$ cat config.mk
export PLATFORM = sky130hd
export DESIGN_NAME = uart_tx_arbiter
export DESIGN_NICKNAME = d
export VERILOG_FILES = /design/src/rtl/uart_tx_arbiter.sv
export SDC_FILE = /design/constraint.sdc
export NUM_CORES = 1
export LEC_CHECK = 0
export ABC_AREA = 1
export CAP_MARGIN = 25
export CORE_ASPECT_RATIO = 1.5
export CORE_MARGIN = 2
export CORE_UTILIZATION = 35
export CTS_CLUSTER_DIAMETER = 120
export DETAILED_ROUTE_END_ITERATION = 6
export PLACE_DENSITY = 0.73
export SLEW_MARGIN = 20
export SYNTH_ARGS = -nofsm -noshare
export SYNTH_HDL_FRONTEND = slang
export SYNTH_SLANG_ARGS = --single-unit
$ cat constraint.sdc
create_clock -name CLK -period 2.1 [get_ports CLK]
set_input_delay 0.315 -clock CLK [delete_from_list [all_inputs] [get_ports CLK]]
set_output_delay 0.315 -clock CLK [all_outputs]
set_load 0.01 [all_outputs]
$ cat src/rtl/uart_tx_arbiter.sv
// uart_tx_arbiter: round-robin sequencer that shares one UART transmitter among N_REQ byte sources.
// The winning byte and parity config are held locally until the transmitter drops BUSY.

module uart_tx_arb_lane #(
  parameter  int N_REQ = 4,
  parameter  int IDX   = 0,
  localparam int GW    = $clog2(N_REQ)
) (
  input  logic [GW-1:0] ptr,
  input  logic          valid,
  output logic          upper
);
  // requester is pending and sits at or after the round-robin pointer
  assign upper = valid && (GW'(IDX) >= ptr);
endmodule

module uart_tx_arbiter #(
  parameter  int N_REQ    = 4,
  parameter  int DATA_W   = 8,
  parameter  int WAIT_MAX = 15,
  localparam int GW       = $clog2(N_REQ),
  localparam int CW       = $clog2(WAIT_MAX + 1)
) (
  input  logic                    CLK,
  input  logic                    RST,
  input  logic [N_REQ-1:0]        REQ_VALID,
  input  logic [N_REQ*DATA_W-1:0] REQ_DATA,
  input  logic [N_REQ-1:0]        REQ_PAR_EN,
  input  logic [N_REQ-1:0]        REQ_PAR_TYP,
  output logic [N_REQ-1:0]        REQ_READY,
  output logic [DATA_W-1:0]       TX_P_DATA,
  output logic                    TX_DATA_VALID,
  output logic                    TX_PAR_EN,
  output logic                    TX_PAR_TYP,
  input  logic                    TX_BUSY,
  output logic [GW-1:0]           GNT_ID,
  output logic                    ACTIVE,
  output logic                    TIMEOUT_ERR
);
  typedef enum logic [1:0] {IDLE, LOAD, WAIT_BUSY, WAIT_DONE} state_t;
  typedef struct packed {
    logic [DATA_W-1:0] data;
    logic              par_en;
    logic              par_typ;
  } req_t;

  state_t           state;
  logic [GW-1:0]    ptr, pick;
  logic [CW-1:0]    cnt, cnt_nxt;
  logic [N_REQ-1:0] upper;
  logic             grant;
  req_t             sel;

  for (genvar i = 0; i < N_REQ; i++) begin : g_lane
    uart_tx_arb_lane #(.N_REQ(N_REQ), .IDX(i)) u_lane (
      .ptr   (ptr),
      .valid (REQ_VALID[i]),
      .upper (upper[i])
    );
  end

  // Lowest pending index at/after the pointer wins; otherwise wrap to the lowest pending index.
  always_comb begin
    pick = '0;
    for (int i = N_REQ-1; i >= 0; i--)
      if (REQ_VALID[i]) pick = GW'(i);
    if (|upper)
      for (int i = N_REQ-1; i >= 0; i--)
        if (upper[i]) pick = GW'(i);
  end

  always_comb begin
    sel = '0;
    for (int i = 0; i < N_REQ; i++)
      if (pick == GW'(i)) begin
        sel.data    = REQ_DATA[i*DATA_W +: DATA_W];
        sel.par_en  = REQ_PAR_EN[i];
        sel.par_typ = REQ_PAR_TYP[i];
      end
  end

  // A busy transmitter in IDLE means a foreign frame is still on the line.
  assign grant   = !RST && (state == IDLE) && !TX_BUSY && (|REQ_VALID);
  assign cnt_nxt = cnt + CW'(1);

  always_comb begin
    REQ_READY = '0;
    for (int i = 0; i < N_REQ; i++)
      REQ_READY[i] = grant && (pick == GW'(i));
  end

  always_ff @(posedge CLK) begin
    if (RST) begin
      state         <= IDLE;
      ptr           <= '0;
      cnt           <= '0;
      TX_P_DATA     <= '0;
      TX_DATA_VALID <= 1'b0;
      TX_PAR_EN     <= 1'b0;
      TX_PAR_TYP    <= 1'b0;
      GNT_ID        <= '0;
      ACTIVE        <= 1'b0;
      TIMEOUT_ERR   <= 1'b0;
    end else begin
      TX_DATA_VALID <= 1'b0;
      case (state)
        IDLE: begin
          if (grant) begin
            TX_P_DATA     <= sel.data;
            TX_PAR_EN     <= sel.par_en;
            TX_PAR_TYP    <= sel.par_typ;
            GNT_ID        <= pick;
            ptr           <= (pick == GW'(N_REQ-1)) ? '0 : pick + GW'(1);
            TX_DATA_VALID <= 1'b1;
            ACTIVE        <= 1'b1;
            state         <= LOAD;
          end
        end
        LOAD: begin
          cnt   <= '0;
          state <= WAIT_BUSY;
        end
        WAIT_BUSY: begin
          if (TX_BUSY) begin
            state <= WAIT_DONE;
          end else begin
            cnt <= cnt_nxt;
            if (cnt_nxt == CW'(WAIT_MAX)) begin
              TIMEOUT_ERR <= 1'b1;
              ACTIVE      <= 1'b0;
              state       <= IDLE;
            end
          end
        end
        WAIT_DONE: begin
          if (!TX_BUSY) begin
            ACTIVE <= 1'b0;
            state  <= IDLE;
          end
        end
        default: state <= IDLE;
      endcase
    end
  end
endmodule
# Word level (Yosys, flattened, before mapping)
# Index checks and enable logic that the tools add are counted.
# word_totals
input_bits,47
register_bits,23
output_inout_bits,19
elab_cells,82
# op_classes
reduce_logical,25
bitwise_logic,2
n_mux,27
magnitude_cmp,4
n_eq_ne,12
n_addsub,2
# ops
cell,count
$mux W10,4
$mux W2,14
$logic_and A1 B1 Y1,11
$eq A2 B2 Y1 const B,4
$ne A2 B2 Y1 const B,4
$pmux W2 S4,1
$pmux W4 S2,1
$reduce_or A4 Y1,2
$reduce_and A3 Y1,2
$mux W1,5
$reduce_and A5 Y1,1
$add A4 B1 Y4 const B,1
$eq A2 B1 Y1 const B,2
$eq A4 B4 Y1 const B,1
$ge A1 B2 Y1 const A,2
$ge A2 B2 Y1 const A,2
$logic_not A2 Y1,2
$mux W4,1
$reduce_and A2 Y1,2
$ne A3 B3 Y1 const B,1
$pmux W1 S3,1
$reduce_bool A3 Y1,1
$add A2 B1 Y2 const B,1
$logic_not A1 Y1,2
other kinds (3),4

# Depth between registers and ports, before layout
# logic_depth
depth_word,14
ltp_mapped,15
depth_no_buf,15

# Cells and area by module
# Synthesis repeated with hierarchy kept, for this count alone.
# hier_totals
cells_unflattened,250
hier_area_um2,1571.5
# modules_own_cells
module,cells_per_inst,instances,area_each_um2,seq_area_each_um2
uart_tx_arbiter,242,1,1527.7,460.4
uart_tx_arb_lane at g_lane[0].u_lane,3,1,13.8,0.0
uart_tx_arb_lane at g_lane[2].u_lane,2,1,12.5,0.0
uart_tx_arb_lane at g_lane[1].u_lane,2,1,10.0,0.0
uart_tx_arb_lane at g_lane[3].u_lane,1,1,7.5,0.0

# Worst setup path before layout
# Ideal clock, no wire load.
# synth_path
path_kind,register to register
start,reg ptr[1]
end,reg TX_PAR_EN
arrival_ns,1.689
setup_slack_ns,0.346
required_ns,2.035
synth_period_minus_slack_ns,1.754
setup_time_ns,0.065
path_buffers,0
stages_incl_launch_ff,16
path_cell_list,dfxtp_1 inv_1 nand2_1 inv_1 nor2_1 o21ai_0 nand3_1 inv_1 ha_1 nor2_2 nand2_1 nand2_1 o21ai_0 nor2_1 nor2_1 nor2_1
# synth_between
elab_chain_len,12
word_cells_on_any_way,22
classes_between,order compare: 4; eq/ne: 3; mux: 9; reduce/logical: 6
# synth_lines
element,line,rtl
from (decl),48,"logic [GW-1:0] ptr, pick;"
from (signal assigned),113,ptr <= (pick == GW'(N_REQ-1)) ? '0 : pick + GW'(1);
$ge A2 B2 Y1,14,assign upper = valid && (GW'(IDX) >= ptr);
$logic_and A1 B1 Y1,14,
$mux W2 (4 in series),69,if (upper[i]) pick = GW'(i);
$mux W2 *,67,if (|upper)
net pick[0],48,
$logic_not A2 Y1,75,if (pick == GW'(i)) begin
$mux W10 (3 in series),75,
$mux W10 *,75,
to (signal assigned),110,TX_PAR_EN <= sel.par_en;
to (decl),33,"output logic TX_PAR_EN,"
# Mark *: on every way through the listed nets, which the timed path passes. The rest lies on a longest branch.
# A chain may end at the register's enable or synchronous reset.

# Worst setup path in the final report
# layout_path
start,reg ptr[1]
end,reg GNT_ID[0]
# layout_between
elab_chain_len,7
word_cells_on_any_way,14
classes_between,order compare: 4; mux: 5; reduce/logical: 5
# layout_lines
element,line,rtl
$ge A2 B2 Y1,14,
$logic_and A1 B1 Y1,14,
$mux W2 (4 in series),69,
$mux W2 *,67,
to (signal assigned),112,GNT_ID <= pick;
to (decl),36,"output logic [GW-1:0] GNT_ID,"
# Mark *: on every way between the ends. The rest lies on a longest branch, timed or not.

==> out/summary.txt <==
======================================================================================
Max-capacitance violation count                                                      0
Num ports                                                                           66
Number of synthesized flops with an enable pin                                       0
Register clock-pin slew on the reported worst setup and hold paths             0.08 ns
Die Span X                                                                     57.8 um
Average detailed-routed wire length per instance                               12.0 um
Final Total Pwr                                                                1.79 mW
Number of buffer cells added on primary ports                                       65
Final count of negative-setup-slack endpoints                                        0
Worst Path Class, Setup                                                     reg -> reg
Post-detailed-routing wire length                                              4.62 mm
Delay of the slowest cell on the worst path                                    0.35 ns
Number of warnings reported in the yosys synthesis log                               0
Critical Path Most Common Cell                                            sky130_fd_sc_hd__buf_4
Detail Placement HPWL                                                          3.35 mm
Normalized max-slew margin                                                       79.2%
Initial antenna violation count                                                      0
Standard cell core area                                                      4210 um^2
Proportion of netlist area held by the largest area contributor                  30.3%
Net count, final                                                                   398
Final Max Tran Viols                                                                 0
DRC violation total after the first TritonRoute iteration                           46
Arrival time of the worst setup path                                           2.20 ns
Ratio of final minimum period to clock period                                    97.1%
Fmax                                                                           490 MHz
CP Capture Type                                                              flip-flop
Critical Path RT                                                               2.26 ns
Number of sinks handled by clock tree synthesis                                     23
VDD IR-drop max                                                               0.621 mV
Total nets after synthesis                                                         305
Wire length of the first global-routing pass                                   6.98 mm
Most frequent cell after synthesis                                        sky130_fd_sc_hd__nand2_1
Per-instance average area after synthesis                                    6.13 um^2
Min Tclk post-route                                                            2.04 ns
Aggregate global routing overflow                                                    0
Dominant cell type by area after synthesis                                sky130_fd_sc_hd__dfxtp_1
Number of buffers created by CTS                                                     3
Total via count after detailed routing                                            1813
H-Tree Depth                                                                         1
Critical path buffer and inverter count                                             11
Root Buffer                                                               sky130_fd_sc_hd__clkbuf_8
Maximum net fanout on the critical path                                              3
Fraction of final layout cells with drive strength greater than 1                17.9%
Area of the die                                                              4900 um^2
Hold_ws                                                                       0.475 ns
Number of buffers added to fix hold violations after cts                             0
HP Class                                                                    reg -> reg
Dpl cells                                                                          371
Cell family with the largest share of critical-path delay                 buffers and inverters
Global-route usage over all layers                                               17.7%
FFs w/ async S/R, synth                                                             0%
Leakage power of the design                                                    1.17 nW
Detailed-route DRC error count                                                       0
Library cell contributing the largest single delay on the critical path   sky130_fd_sc_hd__dfxtp_2
Hold violation count in the final report                                             0
Number of different library cells in the post-synthesis netlist                     20
Synthesized instance count                                                         248
Leading post-synthesis cells by instance count                            sky130_fd_sc_hd__nand2_1, sky130_fd_sc_hd__nor2_1, sky130_fd_sc_hd__a21oi_1, sky130_fd_sc_hd__inv_1, sky130_fd_sc_hd__dfxtp_1
Post-Layout Cell Count                                                             386
Maximum clock path buffer count                                                      2
Kind of start point of the critical path                                     flip-flop
Count of TritonRoute iterations in the first routing pass                            4
RD Place Congestion                                                              0.816
Area of the mapped netlist                                                   1520 um^2
Top post-synthesis cells by area                                          sky130_fd_sc_hd__dfxtp_1, sky130_fd_sc_hd__nand2_1, sky130_fd_sc_hd__nor2_1
Clock skew after layout                                                     0.00700 ns
#FFs+latches synth                                                                  23
Pin count of the biggest net entering global routing                                16
Count of inserted antenna diode cells                                                0
Least-Margin Pin Slew                                                         0.312 ns
Relative area change from synthesis to final layout                              64.2%
Via count of the first global-routing pass                                        1683
Run status                                                                finished clean
Seq/Total Area, Yosys                                                            30.3%
Initial Utilization                                                              36.1%
Vertical die dimension                                                         84.7 um
Most common flop cell mapped by yosys                                     sky130_fd_sc_hd__dfxtp_1
R2R setup slack                                                                0.06 ns
Average via count per standard cell                                               4.70
Number of nets with antenna violations after routing                                 0
Power per unit of standard cell area                                       716 nW/um^2
Insertion delay to the later sink of the worst-skew pair                       0.26 ns
Clock tree from TritonCTS                                                        built
Critical path, cell by cell                                               inv_1 -> nand2_2 -> inv_2 -> nor2_2 -> o21ai_2 -> buf_4 -> buf_4 -> buf_4 -> buf_4 -> buf_4 -> buf_4 -> buf_4 -> buf_4 -> buf_4 -> nand4_1 -> a21oi_1
Count of standard-cell rows                                                         29
======================================================================================
## repair_timing
item / 4_1_cts / 5_1_grt
setup endpoints to repair: 14 / 15
setup buffers: 9 / 1
gates cloned: 0 / 1
pin swaps: 2 / 7
resized for setup: 24 / 17
## metal layers
layer  track usage (%)  up-vias  wire length, um
met5                 0        -                0
met1              18.5      790             1760
met4              7.19        0               89
li1                  -      958                -
met3              2.31       10              269
met2              33.8       55             2500
## power by group
| group | total (mW) | internal, mW | switching [mW] |
|---|---|---|---|
| clock | 0.274 | 0.135 | 0.139 |
| sequential | 0.544 | 0.504 | 0.0397 |
| combinational | 0.969 | 0.459 | 0.510 |
## layout make-up
type / instances / area [um^2]
multi-input combinational: 194 / 978
inverter: 25 / 95.1
clock buffer: 4 / 45.0
fill: 398 / 1710
timing repair buffer: 94 / 858
sequential: 23 / 462
tap: 46 / 57.6
## worst paths after layout
| path | from | end | depth (start not counted) |
|---|---|---|---|
| hold reg to reg | GNT_ID[0] | GNT_ID[0] | 2 |
| setup reg to reg | ptr[1] | GNT_ID[0] | 16 |
| hold / removal | GNT_ID[0] | GNT_ID[0] | 2 |
| setup / recovery | ptr[1] | GNT_ID[0] | 16 |
## worst reg2reg max path: cells and delay by family (launching register included)
| family | cells | cell delay [ns] |
|---|---|---|
| simple gates | 3 | 0.23 |
| compound gates | 2 | 0.15 |
| flops | 1 | 0.35 |
| buf+inv | 11 | 1.21 |
## cell families after synthesis
group	synth area share, %
AOI/OAI and AO/OA	14.2
DFF	30.3
buffers and inverters	8.72
adders and majority gates	8.23
and+or+nand+nor	38.6
## metrics by stage
| stage | util (%) | setup WS (ns) | cell area (um^2) | setup TNS (ns) |
|---|---|---|---|---|
| 2_1_floorplan | - | 0.346 | 1520 | 0 |
| 3_3_place_gp | 55.4 | -0.414 | 2330 | -5.38 |
| 3_5_place_dp | 55.4 | -0.493 | 2330 | -5.92 |
| 4_1_cts | 57.8 | 0.0166 | 2430 | 0 |
| 5_1_grt | 59.3 | -0.0424 | 2500 | -0.0771 |
| 6_report | 59.3 | 0.0612 | 2500 | 0 |
## placed cells by master (no fill, tap or decap), drive strengths merged
| cell | count |
|---|---|
| nand2 | 82 |
| clkdlybuf4s50 | 57 |
| nor2 | 48 |
| buf | 33 |
| a21oi | 24 |
| inv | 24 |
| dfxtp | 23 |
| o21ai | 16 |
| ha | 10 |
| nand3 | 6 |
| clkbuf | 4 |
| or2 | 3 |
| nand4 | 2 |
| dlymetal6s2s | 2 |
| dlygate4sd2 | 2 |
| nor3 | 1 |
| clkinv | 1 |
| o211ai | 1 |
| o21a | 1 |
## registers in the layout (all words and copies together) (netlist names)
| register | cells |
|---|---|
| TX_DATA_VALID | 1 |
| TX_PAR_TYP | 1 |
| state | 2 |
| GNT_ID | 2 |
| cnt | 4 |
| TX_P_DATA | 8 |
| TX_PAR_EN | 1 |
| ptr | 2 |
| TIMEOUT_ERR | 1 |
| ACTIVE | 1 |
Power figures use the tool's default switching activity.
